`src/rtl/alu_operand_stage.sv`:
```
// alu_operand_stage
//   Operand-issue stage feeding the ALU. Holds the architectural register file
//   and a per-register busy scoreboard. It accepts ops over valid/ready, reads
//   or forwards the operands, and presents a registered {f, a, b, rd} to the
//   ALU. ALU results return through the write-back port.
//
// Ports
//   clk, reset_n                 clock, asynchronous active-low reset
//   in_valid / in_ready          upstream op handshake
//   in_f, in_ra, in_rb, in_rd    function code, source and destination registers
//   in_use_imm, in_imm           select immediate as operand B
//   out_valid / out_ready        downstream (ALU) handshake
//   out_f, out_a, out_b, out_rd  registered op presented to the ALU
//   wb_en, wb_rd, wb_data        write-back of ALU result (never back-pressured)

module alu_operand_stage #(
    parameter int unsigned WIDTH = 32,
    parameter int unsigned AW    = 5
) (
    input  logic             clk,
    input  logic             reset_n,

    input  logic             in_valid,
    output logic             in_ready,
    input  logic [2:0]       in_f,
    input  logic [AW-1:0]    in_ra,
    input  logic [AW-1:0]    in_rb,
    input  logic [AW-1:0]    in_rd,
    input  logic             in_use_imm,
    input  logic [WIDTH-1:0] in_imm,

    output logic             out_valid,
    input  logic             out_ready,
    output logic [2:0]       out_f,
    output logic [WIDTH-1:0] out_a,
    output logic [WIDTH-1:0] out_b,
    output logic [AW-1:0]    out_rd,

    input  logic             wb_en,
    input  logic [AW-1:0]    wb_rd,
    input  logic [WIDTH-1:0] wb_data
);

    localparam int unsigned NumRegs = 2 ** AW;

    logic [WIDTH-1:0] regs_q [NumRegs];
    logic [WIDTH-1:0] regs_d [NumRegs];
    logic [NumRegs-1:0] busy_q, busy_d;

    logic             out_valid_q, out_valid_d;
    logic [2:0]       out_f_q, out_f_d;
    logic [WIDTH-1:0] out_a_q, out_a_d;
    logic [WIDTH-1:0] out_b_q, out_b_d;
    logic [AW-1:0]    out_rd_q, out_rd_d;

    logic             wb_write;
    logic             fwd_a, fwd_b;
    logic             busy_a, busy_b;
    logic             hazard, slot_free, accept;
    logic [WIDTH-1:0] opnd_a, opnd_b;

    // Operand read / forward and the issue condition.
    always_comb begin
        wb_write  = wb_en && (wb_rd != '0);
        fwd_a     = wb_en && (wb_rd == in_ra) && (in_ra != '0);
        fwd_b     = wb_en && (wb_rd == in_rb) && (in_rb != '0);

        // Register 0 is never busy; masked here as well as never being set.
        busy_a    = busy_q[in_ra] && (in_ra != '0);
        busy_b    = busy_q[in_rb] && (in_rb != '0);

        opnd_a    = '0;
        if (fwd_a) begin
            opnd_a = wb_data;
        end else if (in_ra != '0) begin
            opnd_a = regs_q[in_ra];
        end

        opnd_b    = '0;
        if (in_use_imm) begin
            opnd_b = in_imm;
        end else if (fwd_b) begin
            opnd_b = wb_data;
        end else if (in_rb != '0) begin
            opnd_b = regs_q[in_rb];
        end

        hazard    = (busy_a && !fwd_a) || (!in_use_imm && busy_b && !fwd_b);
        slot_free = !out_valid_q || out_ready;
        in_ready  = slot_free && !hazard;
        accept    = in_valid && in_ready;
    end

    // Register file and scoreboard next state.
    always_comb begin
        regs_d = regs_q;
        busy_d = busy_q;

        if (wb_write) begin
            regs_d[wb_rd] = wb_data;
            busy_d[wb_rd] = 1'b0;
        end

        // Applied after the write-back clear so a same-cycle set wins.
        if (accept && (in_rd != '0)) begin
            busy_d[in_rd] = 1'b1;
        end
    end

    // Output slot next state.
    always_comb begin
        out_valid_d = out_valid_q;
        out_f_d     = out_f_q;
        out_a_d     = out_a_q;
        out_b_d     = out_b_q;
        out_rd_d    = out_rd_q;

        if (accept) begin
            out_valid_d = 1'b1;
            out_f_d     = in_f;
            out_a_d     = opnd_a;
            out_b_d     = opnd_b;
            out_rd_d    = in_rd;
        end else if (out_ready) begin
            out_valid_d = 1'b0;
        end
    end

    always_ff @(posedge clk or negedge reset_n) begin
        if (!reset_n) begin
            for (int i = 0; i < NumRegs; i++) begin
                regs_q[i] <= '0;
            end
            busy_q      <= '0;
            out_valid_q <= 1'b0;
            out_f_q     <= '0;
            out_a_q     <= '0;
            out_b_q     <= '0;
            out_rd_q    <= '0;
        end else begin
            for (int i = 0; i < NumRegs; i++) begin
                regs_q[i] <= regs_d[i];
            end
            busy_q      <= busy_d;
            out_valid_q <= out_valid_d;
            out_f_q     <= out_f_d;
            out_a_q     <= out_a_d;
            out_b_q     <= out_b_d;
            out_rd_q    <= out_rd_d;
        end
    end

    assign out_valid = out_valid_q;
    assign out_f     = out_f_q;
    assign out_a     = out_a_q;
    assign out_b     = out_b_q;
    assign out_rd    = out_rd_q;

endmodule

```
`config.mk`:
```
export PLATFORM = sky130hd
export DESIGN_NAME = alu_operand_stage
export DESIGN_NICKNAME = d
export VERILOG_FILES = /design/src/rtl/alu_operand_stage.sv
export SDC_FILE = /design/constraint.sdc
export NUM_CORES = 2
export LEC_CHECK = 0
export CAP_MARGIN = 40
export CORE_ASPECT_RATIO = 2
export CORE_UTILIZATION = 40
export DETAILED_ROUTE_END_ITERATION = 10
export PLACE_DENSITY_LB_ADDON = 0.3
export SLEW_MARGIN = 10
export SYNTH_ARGS = -nofsm -noshare
export SYNTH_HDL_FRONTEND = slang
export SYNTH_SLANG_ARGS = --single-unit
```
`constraint.sdc`:
```
create_clock -name clk -period 2.9 [get_ports clk]
set_input_delay 0.29 -clock clk [delete_from_list [all_inputs] [get_ports clk]]
set_output_delay 0.29 -clock clk [all_outputs]
set_load 0.05 [all_outputs]
```
=== Word-level counts from Yosys, hierarchy flattened ===
Index checks and enable logic that the tools add are counted.

* Bits in writable memories: 0
* Logic and storage cells: 110
* Memories: 0
* Bits in latches: 0
* Bits of input ports: 93
* Register bits after elaboration: 1,129
* Memory bits (read-only): 0

* Divide/modulo/power cells: 0
* Shift-type cells: 0
* Reduce and logical (&&, ||, !) cells: 28
* Multiply operators: 0
* Equal/unequal tests: 2
* $add $sub $neg: 0
* Mux-type cells: 26
* Bitwise logic cells: 6
* $lt $le $gt $ge: 10

{| class="wikitable"
|+ Operators with widths
! kind !! count
|-
| 1024-bit bitwise mux || 1
|-
| 32-bit two-way mux || 12
|-
| 32-bit binary-select mux with 5-bit select || 2
|-
| 32-bit demux with 5-bit select || 1
|-
| 32-bit AND || 1
|-
| 32-bit NOT || 1
|-
| 32-bit OR || 1
|-
| 5-bit by 6-bit < comparator with 1-bit output, second input constant || 4
|-
| 5-bit nonzero test || 4
|-
| 6-bit greater-or-equal comparator, second input constant || 3
|-
| 5-bit NOT with 6-bit output || 3
|-
| 1-bit logical AND || 16
|-
| 1-bit binary-select mux with 5-bit select || 2
|-
| 1-bit demux with 5-bit select || 2
|-
| 5-bit equality test || 2
|-
| 5-bit by 1-bit greater-or-equal comparator with 1-bit output, second input constant || 2
|-
| 6-bit by 1-bit < comparator with 1-bit output, second input constant || 1
|-
| 1-bit two-way mux || 6
|-
| 1-bit zero test || 5
|-
| 1-bit logical OR || 2
|-
| 2-bit nonzero test || 1
|}

=== Logic depth before layout (Yosys ltp) ===
* Word-level depth: 11
* Mapped depth: 11
* Mapped depth without buffers: 6

=== Worst setup path after synthesis ===
OpenSTA, ideal clock, no wires.

* Kind: input to register
* From: input port in_rb[0]
* To: register out_b_q[10], in the netlist out_b[10]
* Slack: 0.410 ns
* Setup time: 0.125 ns
* Stages on the path: 11
* Arrival: 2.365 ns
* Cells stage by stage: buf_4 > buf_6 > buf_6 > buf_6 > buf_2 > mux4_2 > mux2i_1 > a22oi_1 > nand3_1 > o211ai_1 > mux2_2

* Cells in the longest elaborated chain, start to end: 9
* Elaborated cells between the ends (all ways): 21
* Those cells by class: 1 x eq/ne; 8 x mux; 1 x bitwise; 11 x reduce/logical

{| class="wikitable"
|+ RTL lines
! element !! line !! source
|-
| start, declared || 27 || <nowiki>input logic [AW-1:0] in_rb,</nowiki>
|-
| parallel branches: the longest is 9 deep, another holds 32-bit binary-select mux with 5-bit select || -- ||
|-
| end signal, assigned || 148 || <nowiki>out_b_q <= out_b_d;</nowiki>
|-
| end, declared || 53 || <nowiki>logic [WIDTH-1:0] out_b_q, out_b_d;</nowiki>
|}

Several ways; the timed one is not identified. The select of a mux whose other input is x is not followed.
A chain may end at the register's enable or synchronous reset.

=== Worst setup path after layout ===
* From: register busy_q[18]
* To: output port in_ready

* Cells in the longest elaborated chain, start to end: 8
* Elaborated cells between the ends (all ways): 12
* Those cells by class: 4 x mux; 8 x reduce/logical

{| class="wikitable"
|+ RTL lines
! element !! line !! source
|-
| start, declared || 48 || <nowiki>logic [NumRegs-1:0] busy_q, busy_d;</nowiki>
|-
| start signal, assigned || 144 || <nowiki>busy_q <= busy_d;</nowiki>
|-
| 1-bit binary-select mux with 5-bit select || 70 || <nowiki>busy_b = busy_q[in_rb] && (in_rb != '0);</nowiki>
|-
| 1-bit two-way mux (not written as such) || 70 ||
|-
| 1-bit logical AND || 70 ||
|-
| 1-bit logical AND (2 in series) || 88 || <nowiki>hazard = (busy_a && !fwd_a) || (!in_use_imm && busy_b && !fwd_b);</nowiki>
|-
| 1-bit logical OR * || 88 ||
|-
| 1-bit zero test * || 90 || <nowiki>in_ready = slot_free && !hazard;</nowiki>
|-
| 1-bit logical AND * || 90 ||
|-
| end, declared || 24 || <nowiki>output logic in_ready,</nowiki>
|}

Every way passes the cells marked *; elsewhere a longest branch is shown, timed or not. The select of a mux whose other input is x is not followed.

==> metrics.csv <==
stage,metric,value,unit
grt,grt_max_degree,108,
placement,portBuffers,166,
logic_synthesis,synth_ff_type,dfrtp_1,
worst_setup_path,r2r-start,busy_q[21],
worst_setup_path,ff2ff_path_depth,9,
floorplan,io_pins,167,
cts,clk_latency,0.72,ns
timing,max_slew_margin,38.9,%
grt,gr-usage-met2,45.5,%
routing,drc_errors,28,
power,irDropWorstVdd,456,uV
routing,viasPerCell,6.27,
logic_synthesis,avgSynthCellArea,15.5,sq um
logic_synthesis,yosys_warnings,0,
grt,gr-max-usage-layer,met2,
logic_synthesis,syn-cell-area,59600,sq um
timing,hold_viol_final,0,
flow_run,maxCapViolations,0,
cts,cts_tree,yes,
grt,track_usage,26.4,%
timing,skew,0.0203,ns
final_layout,nNetsFinal,4099,
cts,htreeDepth,3,
floorplan,initial_core_util,40.2,%
logic_synthesis,ys_seq_area_share,47.4,%
worst_setup_path,cpPeakStageDelay,0.52,ns
grt,grt_pass1_wl,287000,microns
floorplan,core-area,148000,sq um
cts,clkSinkCount,1129,
final_layout,seqCellArea,28300,sq um
worst_setup_path,reg2reg_slack,0.37,ns
cts,clkTransAtPathRegs,0.07,ns
logic_synthesis,yosys-top-cells-area,"dfrtp_1, mux4_2, mux2_2",
logic_synthesis,synth_cell_types,49,
final_layout,fillers,12900,
floorplan,die_w,275,microns
timing,rsz0062_at_grt,true,
worst_setup_path,crit_path_max_fanout,4,
logic_synthesis,postSynthCellCount,3840,
timing,period_needed,2.85,ns
final_layout,drive_above_1_share,55.1,%
floorplan,rows,200,
timing,slew_violations,0,
power,design_power_total,48.2,mW
grt,antenna_found_initial,3,
worst_setup_path,critPathLaunchType,register,
grt,use_met3,3.06,%
logic_synthesis,synth_edf_count,0,
min_path,hold_class,in -> async,
logic_synthesis,synth_top_area_share,47.4,%
timing,maxClockFrequency,350,MHz
routing,drtIter0Drc,2889,
cts,tritoncts.num_buffers,102,
routing,avgRoutedWirePerCell,32.5,microns
placement,pre_cts_ws,-0.152,ns
final_layout,fin_cells,6010,
logic_synthesis,synth.most_common_cell,dfrtp_1,
final_layout,multi_input_area,29600,sq um
floorplan,dieArea,151000,sq um
logic_synthesis,synth-seq-cells,1129,
routing,via_count,37700,
grt,grt_pass1_vias,40200,
placement,dp.cells,5817,
run_status,violations,DRC,
placement,hpwl,126000,microns
routing,ant_nets,0,
worst_setup_path,arrival,2.56,ns
worst_setup_path,cp.required,2.61,ns
timing,setup_slack,0.0466,ns
logic_synthesis,synthArstFlopShare,100,%
power,power_leakage,29.8,nW
timing,min_period_over_period,98.4,%
routing,first_pass_iters,8,
logic_synthesis,synth_common_cells,"dfrtp_1, mux2_2, mux4_2",
worst_setup_path,path_cells,"mux4_2, a22oi_2, a31oi_1, o21ai_2, buf_6, o21a_1, buf_12",
placement,place_congestion,0.825,
logic_synthesis,syn_nets,3933,
final_layout,syn_to_final_growth,16.7,%
power,power_density,693,nW/um^2
floorplan,die_y,548,microns
worst_setup_path,rr_endpoint,out_a[15],
cts,root_buffer,clkbuf_16,
timing,worst_pin_slew,0.912,ns
cts,clock_path_buffers,3,
worst_setup_path,criticalPathCategory,reg -> out,
grt,grt_use_met1,32.3,%
worst_setup_path,cp_slowest_cell,mux4_2,
grt,grt-ovfl-total,0,
timing,setup_viol,0,
routing,drt_wl_total,196000,microns
run_status,status,"complete, but fails checks",
logic_synthesis,yosysTopAreaCell,dfrtp_1,
worst_setup_path,cp-end-kind,primary output,
-- metal layers --
| metal | routed length [microns] | part of all wire [%] |
|---|---|---|
| met2 | 102000 | 52 |
| met3 | 9550 | 4.9 |
| met1 | 73100 | 37 |
| met4 | 11300 | 5.8 |
| met5 | 11 | 0.0056 |
-- worst max-delay path: cells and delay by family (launching register included) --
family / cells / cell delay, ns
AOI/OAI and AO/OA: 4 / 0.63
muxes: 1 / 0.52
DFF: 1 / 0.41
buffers and inverters: 2 / 0.29
-- sequential cells by signal, summed over array words and instances, names as in the netlist --
name and cells:
out_f 3, out_valid 1, busy_q 32, out_rd 5
regs_q 1024, out_b 32, out_a 32
-- area by class of cell --
type / instances / share of cell area (%)
multi-input combinational: 2251 / 42.6
clock buffer: 149 / 4.38
clock inverter: 37 / 0.653
antenna: 3 / 0.0108
tap: 1919 / 3.45
inverter: 25 / 0.135
timing repair buffer: 497 / 8.18
sequential: 1129 / 40.6
-- power by group --
group / total (mW) / internal (mW) / switching (mW)
registers: 21.4 / 19.0 / 2.40
clock network: 14.5 / 8.10 / 6.39
logic: 12.3 / 6.85 / 5.47
-- cells by family (layout without fill, tap and decap cells) --
logic type                count (synthesis)  count (layout)  synth area share [%]
and+or+nand+nor                         330             330                  2.85
xor gates and xnor gates                 10              10                 0.147
other                                     0               3                     0
AOI/OAI and AO/OA                       182             182                  2.13
buffers and inverters                   460             708                  3.37
DFF                                    1129            1129                  47.4
muxes                                  1729            1729                  44.1
-- cells in the final DEF (no fill, tap or decap), drive strengths merged, types with 4 or more instances in the layout --
cell type and n:
dfrtp 1129, mux2 1070, mux4 612, buf 342
clkdlybuf4s50 154, clkbuf 149, nand2 99, nand3 97
nand2b 56, mux2i 47, o21ai 45, a22oi 43
nand3b 28, inv 27, a21oi 24, nor2 23
a32oi 22, clkinv 22, a31o 17, o211ai 15
xnor2 10, bufinv 9, a21o 6, clkinvlp 4
nor2b 4
-- how the worst max path moves through the flow --
stage | cells after the start | slack (ns) | startpoint | endpoint
floorplan | 11 | 0.41 | in_rb[0] | out_b[10]
global placement | 5 | -0.42 | wb_rd[0] | regs_q[370]
detailed placement | 8 | -0.15 | wb_rd[1] | busy_q[12]
CTS | 7 | -0.05 | busy_q[21] | in_ready
global route | 6 | -0.04 | busy_q[21] | in_ready
finish | 7 | 0.05 | busy_q[18] | in_ready
-- metrics by stage --
stage | cell area, sq um | setup TNS, ns | utilization (%) | hold slack, ns
after floorplan | 59600 | 0 | - | -0.00559
after global placement | 66000 | -39.73 | 44.6 | 0.260
after detailed placement | 66000 | -3.72 | 44.6 | 0.265
after CTS | 69600 | -0.0464 | 47.0 | 0.111
after global routing | 69600 | -0.0357 | 47.0 | 0.144
final | 69600 | 0 | 47.0 | 0.120
-- repair_timing --
| item | CTS | global route |
|---|---|---|
| setup endpoints to repair | 1 | 1 |
| endpoints found under the hold margin | 252 | 0 |
| pin swaps | 3 | 4 |
| gates resized for setup | 2 | 2 |
| setup buffers | 2 | 2 |
| hold buffers | 1 | 0 |
No activity file was read; power rests on OpenSTA's default activity.
